==> src/rtl/upsample_frame_sequencer.sv <==
// Frame-level scheduler for the 2x bilinear upsampler: walks the 2*IMG_H output
// rows and issues one line job per row (source bases, vertical select, dest base).
module upsample_frame_sequencer #(
  parameter int IMG_W  = 320,
  parameter int IMG_H  = 240,
  parameter int ADDR_W = 19
) (
  input  logic              clk,
  input  logic              rst,
  input  logic              start,
  input  logic              abort,
  input  logic              line_done,
  output logic              line_start,
  output logic [ADDR_W-1:0] src_a_base,
  output logic [ADDR_W-1:0] src_b_base,
  output logic              vsel,
  output logic [ADDR_W-1:0] dst_base,
  output logic [9:0]        out_row,
  output logic              busy,
  output logic              done,
  output logic              err,
  output logic [2:0]        state_dbg
);

  // Handshake: line_start is a one-cycle launch pulse; the job's addresses are
  // held until line_done (one-cycle pulse, accepted only in WAIT_LINE) is seen.
  typedef enum logic [2:0] {
    IDLE      = 3'd0,
    ISSUE     = 3'd1,
    WAIT_LINE = 3'd2,
    NEXT      = 3'd3,
    FIN       = 3'd4
  } state_t;

  localparam logic [9:0]        LAST_ROW = 10'(2 * IMG_H - 1);
  localparam logic [8:0]        LAST_SRC = 9'(IMG_H - 1);
  localparam logic [ADDR_W-1:0] ROW_STEP = ADDR_W'(IMG_W);
  localparam logic [ADDR_W-1:0] DST_STEP = ADDR_W'(2 * IMG_W);

  state_t            state_q, state_d;
  logic [9:0]        k_q, k_d;
  logic [ADDR_W-1:0] a_base_q, a_base_d;
  logic [ADDR_W-1:0] b_base_q, b_base_d;
  logic [ADDR_W-1:0] dst_q, dst_d;
  logic              err_q, err_d;
  logic              line_start_q, line_start_d;
  logic              done_q, done_d;
  logic              busy_q, busy_d;

  logic [9:0]        k_inc;
  logic [ADDR_W-1:0] a_next;

  assign k_inc  = k_q + 10'd1;
  assign a_next = a_base_q + ROW_STEP;

  always_comb begin
    state_d  = state_q;
    k_d      = k_q;
    a_base_d = a_base_q;
    b_base_d = b_base_q;
    dst_d    = dst_q;
    err_d    = err_q;

    if (line_done && (state_q != WAIT_LINE)) begin
      err_d = 1'b1;
    end

    case (state_q)
      IDLE: begin
        if (start && !abort) begin
          state_d = ISSUE;
          err_d   = 1'b0;
        end
      end
      ISSUE: state_d = WAIT_LINE;
      WAIT_LINE: begin
        if (line_done) state_d = NEXT;
      end
      NEXT: begin
        if (k_q == LAST_ROW) begin
          state_d = FIN;
        end else begin
          state_d = ISSUE;
          k_d     = k_inc;
          dst_d   = dst_q + DST_STEP;
          if (!k_inc[0]) begin
            // Even rows are straight copies: both sources step to the new row.
            a_base_d = a_next;
            b_base_d = a_next;
          end else if (k_q[9:1] < LAST_SRC) begin
            b_base_d = a_next;
          end else begin
            // Bottom edge: the lower neighbour is clamped to the last row.
            b_base_d = a_base_q;
          end
        end
      end
      FIN: begin
        state_d  = IDLE;
        k_d      = '0;
        a_base_d = '0;
        b_base_d = '0;
        dst_d    = '0;
      end
      default: state_d = IDLE;
    endcase

    if (abort && (state_q != IDLE)) begin
      state_d  = IDLE;
      k_d      = '0;
      a_base_d = '0;
      b_base_d = '0;
      dst_d    = '0;
      err_d    = err_q;
    end
  end

  always_comb begin
    line_start_d = (state_d == ISSUE);
    done_d       = (state_d == FIN);
    busy_d       = (state_d != IDLE);
  end

  always_ff @(posedge clk) begin
    if (!rst) begin
      state_q      <= IDLE;
      k_q          <= '0;
      a_base_q     <= '0;
      b_base_q     <= '0;
      dst_q        <= '0;
      err_q        <= 1'b0;
      line_start_q <= 1'b0;
      done_q       <= 1'b0;
      busy_q       <= 1'b0;
    end else begin
      state_q      <= state_d;
      k_q          <= k_d;
      a_base_q     <= a_base_d;
      b_base_q     <= b_base_d;
      dst_q        <= dst_d;
      err_q        <= err_d;
      line_start_q <= line_start_d;
      done_q       <= done_d;
      busy_q       <= busy_d;
    end
  end

  assign line_start = line_start_q;
  assign src_a_base = a_base_q;
  assign src_b_base = b_base_q;
  assign vsel       = k_q[0];
  assign dst_base   = dst_q;
  assign out_row    = k_q;
  assign busy       = busy_q;
  assign done       = done_q;
  assign err        = err_q;
  assign state_dbg  = state_q;

endmodule

==> config.mk <==
export PLATFORM = sky130hd
export DESIGN_NAME = upsample_frame_sequencer
export DESIGN_NICKNAME = d
export VERILOG_FILES = /design/src/rtl/upsample_frame_sequencer.sv
export SDC_FILE = /design/constraint.sdc
export NUM_CORES = 1
export LEC_CHECK = 0
export CELL_PAD_IN_SITES_DETAIL_PLACEMENT = 1
export CELL_PAD_IN_SITES_GLOBAL_PLACEMENT = 1
export CORE_AREA = 2 2 90 92
export DETAILED_ROUTE_END_ITERATION = 8
export DIE_AREA = 0 0 92 94
export HOLD_SLACK_MARGIN = 0.02
export PLACE_DENSITY = 0.91
export SKIP_CTS_REPAIR_TIMING = 1
export SYNTH_ARGS = -nofsm -noshare
export SYNTH_HDL_FRONTEND = slang
export SYNTH_SLANG_ARGS = --single-unit
==> constraint.sdc <==
create_clock -name clk -period 3 [get_ports clk]
set_input_delay 0.6 -clock clk [delete_from_list [all_inputs] [get_ports clk]]
set_output_delay 0.6 -clock clk [all_outputs]
set_load 0.05 [all_outputs]
== Word level (Yosys, flattened, before mapping) ==
Index checks and enable logic that the tools add are counted.
Word-level totals
  flip-flop bits (word level): 74
  input bits: 5
  logic and storage cells: 54
Operators by class
  add/sub/neg operators: 3
  magnitude comparators: 1
  eq/ne operators: 10
  mux-type cells: 19
  bitwise gates (word level): 1
  reductions and logical operators: 11
Operators by type and width (count)
  2-to-1 mux 19 bit: 6
  one-hot mux 19 bit (2 select lines): 3
  one-hot mux 10 bit (2 select lines): 1
  adder 19 x 10 -> 19 bit (second input constant): 1
  adder 19 x 9 -> 19 bit (second input constant): 1
  2-to-1 mux 3 bit: 4
  one-hot mux 3 bit (4 select lines): 1
  adder 10 x 1 -> 10 bit (second input constant): 1
  == test 10 x 9 -> 1 bit (second input constant): 1
  2-to-1 mux 10 bit: 1
  < comparator 9 x 8 -> 1 bit (second input constant): 1
  == test 3 x 1 -> 1 bit (second input constant): 2
  == test 3 x 2 -> 1 bit (second input constant): 2
  == test 3 bit (second input constant): 2
  nonzero test 3 bit: 2
  inequality test 2 bit (second input constant): 2
  logical AND 1 bit: 3
  zero test 3 bit: 1
  2-to-1 mux 1 bit: 3
  inequality test 3 x 2 -> 1 bit (second input constant): 1
  AND reduction 3 bit: 1
  AND reduction 2 bit: 1
  nonzero test 2 bit: 1
  OR reduction 2 bit: 1
  other kinds (2): 2

== Depth between registers and ports, before layout ==
Gate-level depths: netlist (run 1).
  depth in word-level cells: 6
  gate-level depth with buffers: 7

== Least setup slack after synthesis (run 1) ==
OpenSTA, ideal clock, no wires.
  path type: flip-flop to flip-flop
  start point: reg k_q[0] (netlist: out_row[0])
  end point: reg k_q[4] (netlist: out_row[4])
  setup time: 0.124 ns
  data arrival time: 2.165 ns
  required time: 2.876 ns
  setup slack: 0.711 ns
  cell stages (with the launch flop): 8
  clock period less this slack: 2.289 ns
  cell sequence: dfxtp_1 ha_1 nand4_4 o31ai_4 buf_6 nand2_1 a41oi_1 a211oi_2
Between the ends
  word-level cells in the longest chain between the ends: 3
RTL lines
  start: declaration: line 41  | logic [9:0] k_q, k_d;
  start signal: assignment: line 137  | k_q <= k_d;
  adder 10 x 1 -> 10 bit or == test 10 x 9 -> 1 bit (tied branches): line 53, 80
  2-to-1 mux 10 bit or inequality test 2 bit (tied branches)
  one-hot mux 10 bit (2 select lines) or AND reduction 2 bit (tied branches)
Parallel ways exist; a longest one is shown, timed or not. The select of a mux whose other input is x is not followed.
A chain may end at the register's enable or synchronous reset.

== Final worst setup path (run 1) ==
Same ends and word-level chain as after synthesis.

==> flow_summary.yaml, run 1 <==
run_status:
  status: "complete, no violations"
floorplan:
  initial_core_util_pct: 37.8
  io_pins: 80
  rows: 32
  die_w_um: 92
  die_area_um2: 8650
  die_h_um: 94
  core_um2: 7610
sta:
  worst_pin_slew_ns: 0.784
  rsz0062_at_grt: "no"
  maxClockFrequency_mhz: 423
  drv_slew: 0
  slew_headroom_pct: 47.8
  min_period_over_period_pct: 78.9
  timing.final.ws_setup_ns: 0.633
  hold_viol: 0
  finalSetupViolCount: 0
  fin_crit_ns: 2.37
  finalSetupTns_ns: 0
  fin_skew_ns: 0.0147
clock_tree:
  cts-buffers-inserted: 5
  clock_latency_ns: 0.32
  cts_buffer_depth: 2
  clkTransAtPathRegs_ns: 0.11
  cts_root_buf: "clkbuf_8"
  ctsHtreeMaxLevel: 2
  cts_tree: "yes"
  cts_sinks: 55
synth:
  synth_seq_cells: 55
  yosys-top-cells-area: "dfxtp_1, xnor2_1, nor2_1, buf_4, a21oi_1"
  ys_types: 48
  synth_area_um2: 2870
  synth_ff_type: "dfxtp_1"
  ys_warn_count: 0
  syn_inst: 339
  synth.largest_area_cell: "dfxtp_1"
  ys_seq_area_share_pct: 38.3
  synthDominantCellAreaShare_pct: 38.3
  async_flop_share_pct: 0
  synth_edf_count: 0
  syn_avg_cell_area_um2: 8.47
worst_setup_path:
  crit_chain: "ha_1 > nand4_4 > o31ai_4 > nand2_1 > a41oi_1 > a211oi_2"
  critPathArrivalTime_ns: 2.55
  critPathRequiredTime_ns: 3.18
  r2r_start: "out_row[0]"
  r2r_setup_slack_ns: 0.63
  timing.rr.end: "out_row[4]"
  crit_path_top_delay_cell: "o31ai_4"
  critPathCaptureType: "flop"
  critPathMaxFanout: 17
  slowest_delay_ns: 0.75
  criticalPathCategory: "reg -> reg"
  start_kind: "flop"
  reg2reg_depth: 6
power_and_ir_drop:
  max-vdd-ir-drop_mv: 0.163
  p_leak_nw: 1.20
  pwr_density_cell_nw_per_um2: 362
flow_run:
  maxCapViolations: 0
worst_hold_path:
  hp-start: "src_b_base[18]"
  hp-class: "reg -> reg"
  hold_end: "src_b_base[18]"
  hold_depth: 2
finish:
  final_cell_mix: "clkdlybuf4s50_1, dfxtp_1, nor2_1, nand2_1, xnor2_1"
  final_nets: 399
  area_growth_pct: 23.1
  insertedDiodeCount: 0
  drive_gt1_share_pct: 7.40
  final_common_cell: "clkdlybuf4s50_1"
drt:
  drt_first_pass_iters: 4
  drt-initial-drc-count: 57
  viasPerCell: 5.08
  wire_per_inst_um: 15.1
  routed-via-count: 2509
  ant_nets: 0
  drc: 0
  wl_mm: 7.46
placed_design:
  io_buffers: 60
  place_ws_ns: 0.599
  hpwl_mm: 5.54
  place_congestion: 0.785
global_route:
  grt_remaining_overflow: 0
  grt_pass1_vias: 2619
  antenna_found_initial: 0
  grt_pass1_wl_mm: 12.7
  grt_max_degree: 23
  track_usage_pct: 18.0
## logic make-up after synthesis
family | Yosys count | synth area share (%)
mux | 1 | 0.348
fa+ha+maj | 3 | 1.31
other cells | 1 | 0.131
xor+xnor | 31 | 9.45
compound gates | 76 | 18.3
flops | 55 | 38.3
simple gates | 128 | 22.6
buf+inv | 44 | 9.58
## how the worst max path moves through the flow
stage,start,end,slack (ns),cells past startpoint
2_1_floorplan,out_row[0],out_row[4],0.71,7
3_3_place_gp,out_row[0],dst_base[14],0.80,6
3_5_place_dp,out_row[0],out_row[4],0.60,6
4_1_cts,out_row[0],out_row[4],0.61,6
5_1_grt,out_row[0],out_row[4],0.45,6
6_report,out_row[0],out_row[4],0.63,6
## metal layers
layer,share of wire [%],global-route usage [%],wire (µm)
met5,0,0,0
met3,3.2,2.73,240
met1,46,22.5,3400
met4,1.4,5.72,102
met2,50,31.8,3720
## sequential cells by signal, summed over array words and instances, names as in the netlist
| name | cells |
|---|---|
| done | 1 |
| dst_base | 12 |
| err | 1 |
| busy | 1 |
| src_a_base | 13 |
| out_row | 10 |
| state_dbg | 3 |
| line_start | 1 |
| src_b_base | 13 |
## layout make-up
cell class | count | area (µm²)
Sequential cell | 55 | 1100
Clock buffer | 5 | 68.8
Timing Repair Buffer | 64 | 631
Tap cell | 102 | 128
Clock inverter | 3 | 18.8
Multi-Input combinational cell | 258 | 1560
Inverter | 7 | 26.3
Fill cell | 911 | 4070
## power by group
| part | switching (mW) | internal (mW) |
|---|---|---|
| Sequential | 0.00485 | 0.734 |
| Clock | 0.254 | 0.165 |
| Combinational | 0.0979 | 0.0232 |
| Total | 0.357 | 0.923 |
## critical path: cells and delay by family (launching register included)
kind / cells / cell delay [ns]
flops: 1 / 0.50
simple gates: 2 / 0.31
compound gates: 3 / 1.11
fa+ha+maj: 1 / 0.31
## Yosys cell counts, types with 7 or more instances
library cell and instances:
inv_1 7, a211oi_1 16, dfxtp_1 55, xnor2_1 28
nor3_1 7, nand3_1 12, o21ai_0 13, nand2_1 29
a21oi_1 26, buf_4 21, nor2_1 46
## metrics by stage
step                total power [mW]  util, %  hold WS (ns)  instance area [µm²]  std cells
CTS                             1.29     46.5         0.494                 3540        494
floorplan                      0.872        -         0.669                 2940        357
finish                          1.28     46.5         0.482                 3540        494
global placement               0.875     45.3         0.442                 3450        486
global route                    1.33     46.5         0.517                 3540        494
detailed placement             0.877     45.3         0.471                 3450        486
Power figures use the tool's default switching activity.
==> inputs of run 2 (changes only) <==
- CORE_AREA: 2 2 90 92 -> 2 2 98 100
- DIE_AREA: 0 0 92 94 -> 0 0 100 102
- PLACE_DENSITY: 0.91 -> 0.82
- clock period: 3 -> 2 ns (I/O delays scaled with it)
==> run 2 against run 1 <==
  * Setup slack got worse by 0.57 ns
  * Hold slack got worse by 0.011 ns
  * Clock skew decreased by 0.0072 ns
  * Flip-flop and latch count unchanged
  * Routed wire length increased by 4.4%
  * First-iteration DRC count increased by 14%
  * Clock-buffer cell count increased by 1
  * Critical endpoint is now dst_base[15]
==> flow_summary.yaml, run 2 (synthesized netlist as in run 1, its figures left out) <==
run_status:
  status: "complete, no violations"
worst_setup_path:
  critPathCaptureType: "output port"
  worst_path_dominant_cell_family: "buffers and inverters"
  critPathRequiredTime_ns: 1.60
  critPathArrivalTime_ns: 1.54
  worst-path-buf-inv: 1
  crit_chain: "clkdlybuf4s50_1"
  critPathMaxFanout: 4
  crit_start: "dst_base[15]"
  r2r_start: "out_row[0]"
  crit_path_top_delay_cell: "clkdlybuf4s50_1"
  criticalPathCategory: "reg -> out"
  start_kind: "flop"
  slowest_delay_ns: 0.83
clock_tree:
  ctsHtreeMaxLevel: 2
  clkTransAtPathRegs_ns: 0.11
  clock_latency_ns: 0.31
  cts_buffer_depth: 2
  cts-buffers-inserted: 5
  cts_sinks: 55
  cts_root_buf: "clkbuf_8"
  cts_tree: "yes"
floorplan:
  initial_core_util_pct: 31.5
  rows: 35
  io_pins: 80
  die_w_um: 100
  core_um2: 9110
  die_area_um2: 10200
  die_h_um: 102
worst_hold_path:
  hp-start: "src_b_base[14]"
  hp-class: "reg -> reg"
sta:
  hold_viol: 0
  fin_crit_ns: 1.94
  fin_hold_ws_ns: 0.471
  worst_pin_slew_ns: 0.530
  fin_skew_ns: 0.00756
  min_period_over_period_pct: 97.0
  drv_slew: 0
  slew_headroom_pct: 64.6
  finalSetupViolCount: 0
  maxClockFrequency_mhz: 515
global_route:
  grt_pass1_vias: 2571
  track_usage_pct: 15.1
  grt_remaining_overflow: 0
  antenna_found_initial: 0
  grt_max_degree: 21
  grt_pass1_wl_mm: 12.6
drt:
  ant_nets: 0
  wl_mm: 7.79
  routed-via-count: 2566
  drt-initial-drc-count: 65
  drt_first_pass_iters: 4
  viasPerCell: 4.99
  wire_per_inst_um: 15.2
  drc: 0
finish:
  drive_gt1_share_pct: 17.6
  final_common_cell: "dfxtp_1"
  nFillCells: 1120
  insertedDiodeCount: 0
  final_util_pct: 39.9
  final_cell_mix: "dfxtp_1, nor2_1, buf_4, nand2_1, clkdlybuf4s50_1"
  final_nets: 410
  area_growth_pct: 26.6
power_and_ir_drop:
  pwr_density_cell_nw_per_um2: 573
  p_total_mw: 2.09
  p_leak_nw: 1.44
  max-vdd-ir-drop_mv: 0.302
placed_design:
  hpwl_mm: 5.79
  io_buffers: 60
  place_congestion: 0.770
flow_run:
  maxCapViolations: 0
==> run 2: path summary, 6_finish.rpt <==
path	to	slack, ns	cells after the start
hold / removal	src_b_base[14]	0.47	2
setup / recovery	dst_base[15]	0.06	1
setup reg to reg	src_a_base[9]	0.12	6
hold reg to reg	src_b_base[14]	0.47	2
==> run 2: cell type report <==
class                      instances  area [µm²]  share of cell area [%]
tap                              111         139                    3.82
inverter                           7        26.3                   0.722
sequential                        55        1110                    30.5
multi-input combinational        259        1590                    43.6
clock inverter                     2        35.0                   0.963
timing repair buffer              74         658                    18.1
clock buffer                       6        82.6                    2.27
==> run 2: report_power, final <==
| part | internal (mW) | total [mW] | leakage, nW | switching, mW |
|---|---|---|---|---|
| combinational | 0.0388 | 0.191 | 0.929 | 0.152 |
| clock | 0.406 | 0.790 | 0.0612 | 0.384 |
| sequential | 1.10 | 1.10 | 0.446 | 0.00412 |
| total | 1.55 | 2.09 | 1.44 | 0.540 |
==> run 2: per-layer routing <==
layer	GRT usage [%]	vias to the layer above	wire [µm]	part of all wire (%)
met2	26.7	49	3860	50
met5	0	-	0	0
met4	2.53	0	22	0.28
li1	-	1262	-	-
met3	2.74	2	258	3.3
met1	19.5	1253	3650	47
==> run 2: metrics by stage <==
step                      TNS [ns]  area (µm²)  setup WS (ns)  cells
after floorplan                  0        2950        0.00997    357
after global placement           0        3480          0.170    505
after detailed placement         0        3480         0.0352    505
after CTS                  -0.0282        3600        -0.0282    513
after global routing      -0.00215        3640       -0.00215    514
final                            0        3640         0.0597    514
==> run 2: worst reg2reg max path, cell delays in order (launching register included) <==
cell	delay, ns
dfxtp_4	0.40
ha_2	0.24
nand4_4	0.18
o31a_2	0.49
nor2_2	0.26
o21ai_1	0.12
a21oi_1	0.14
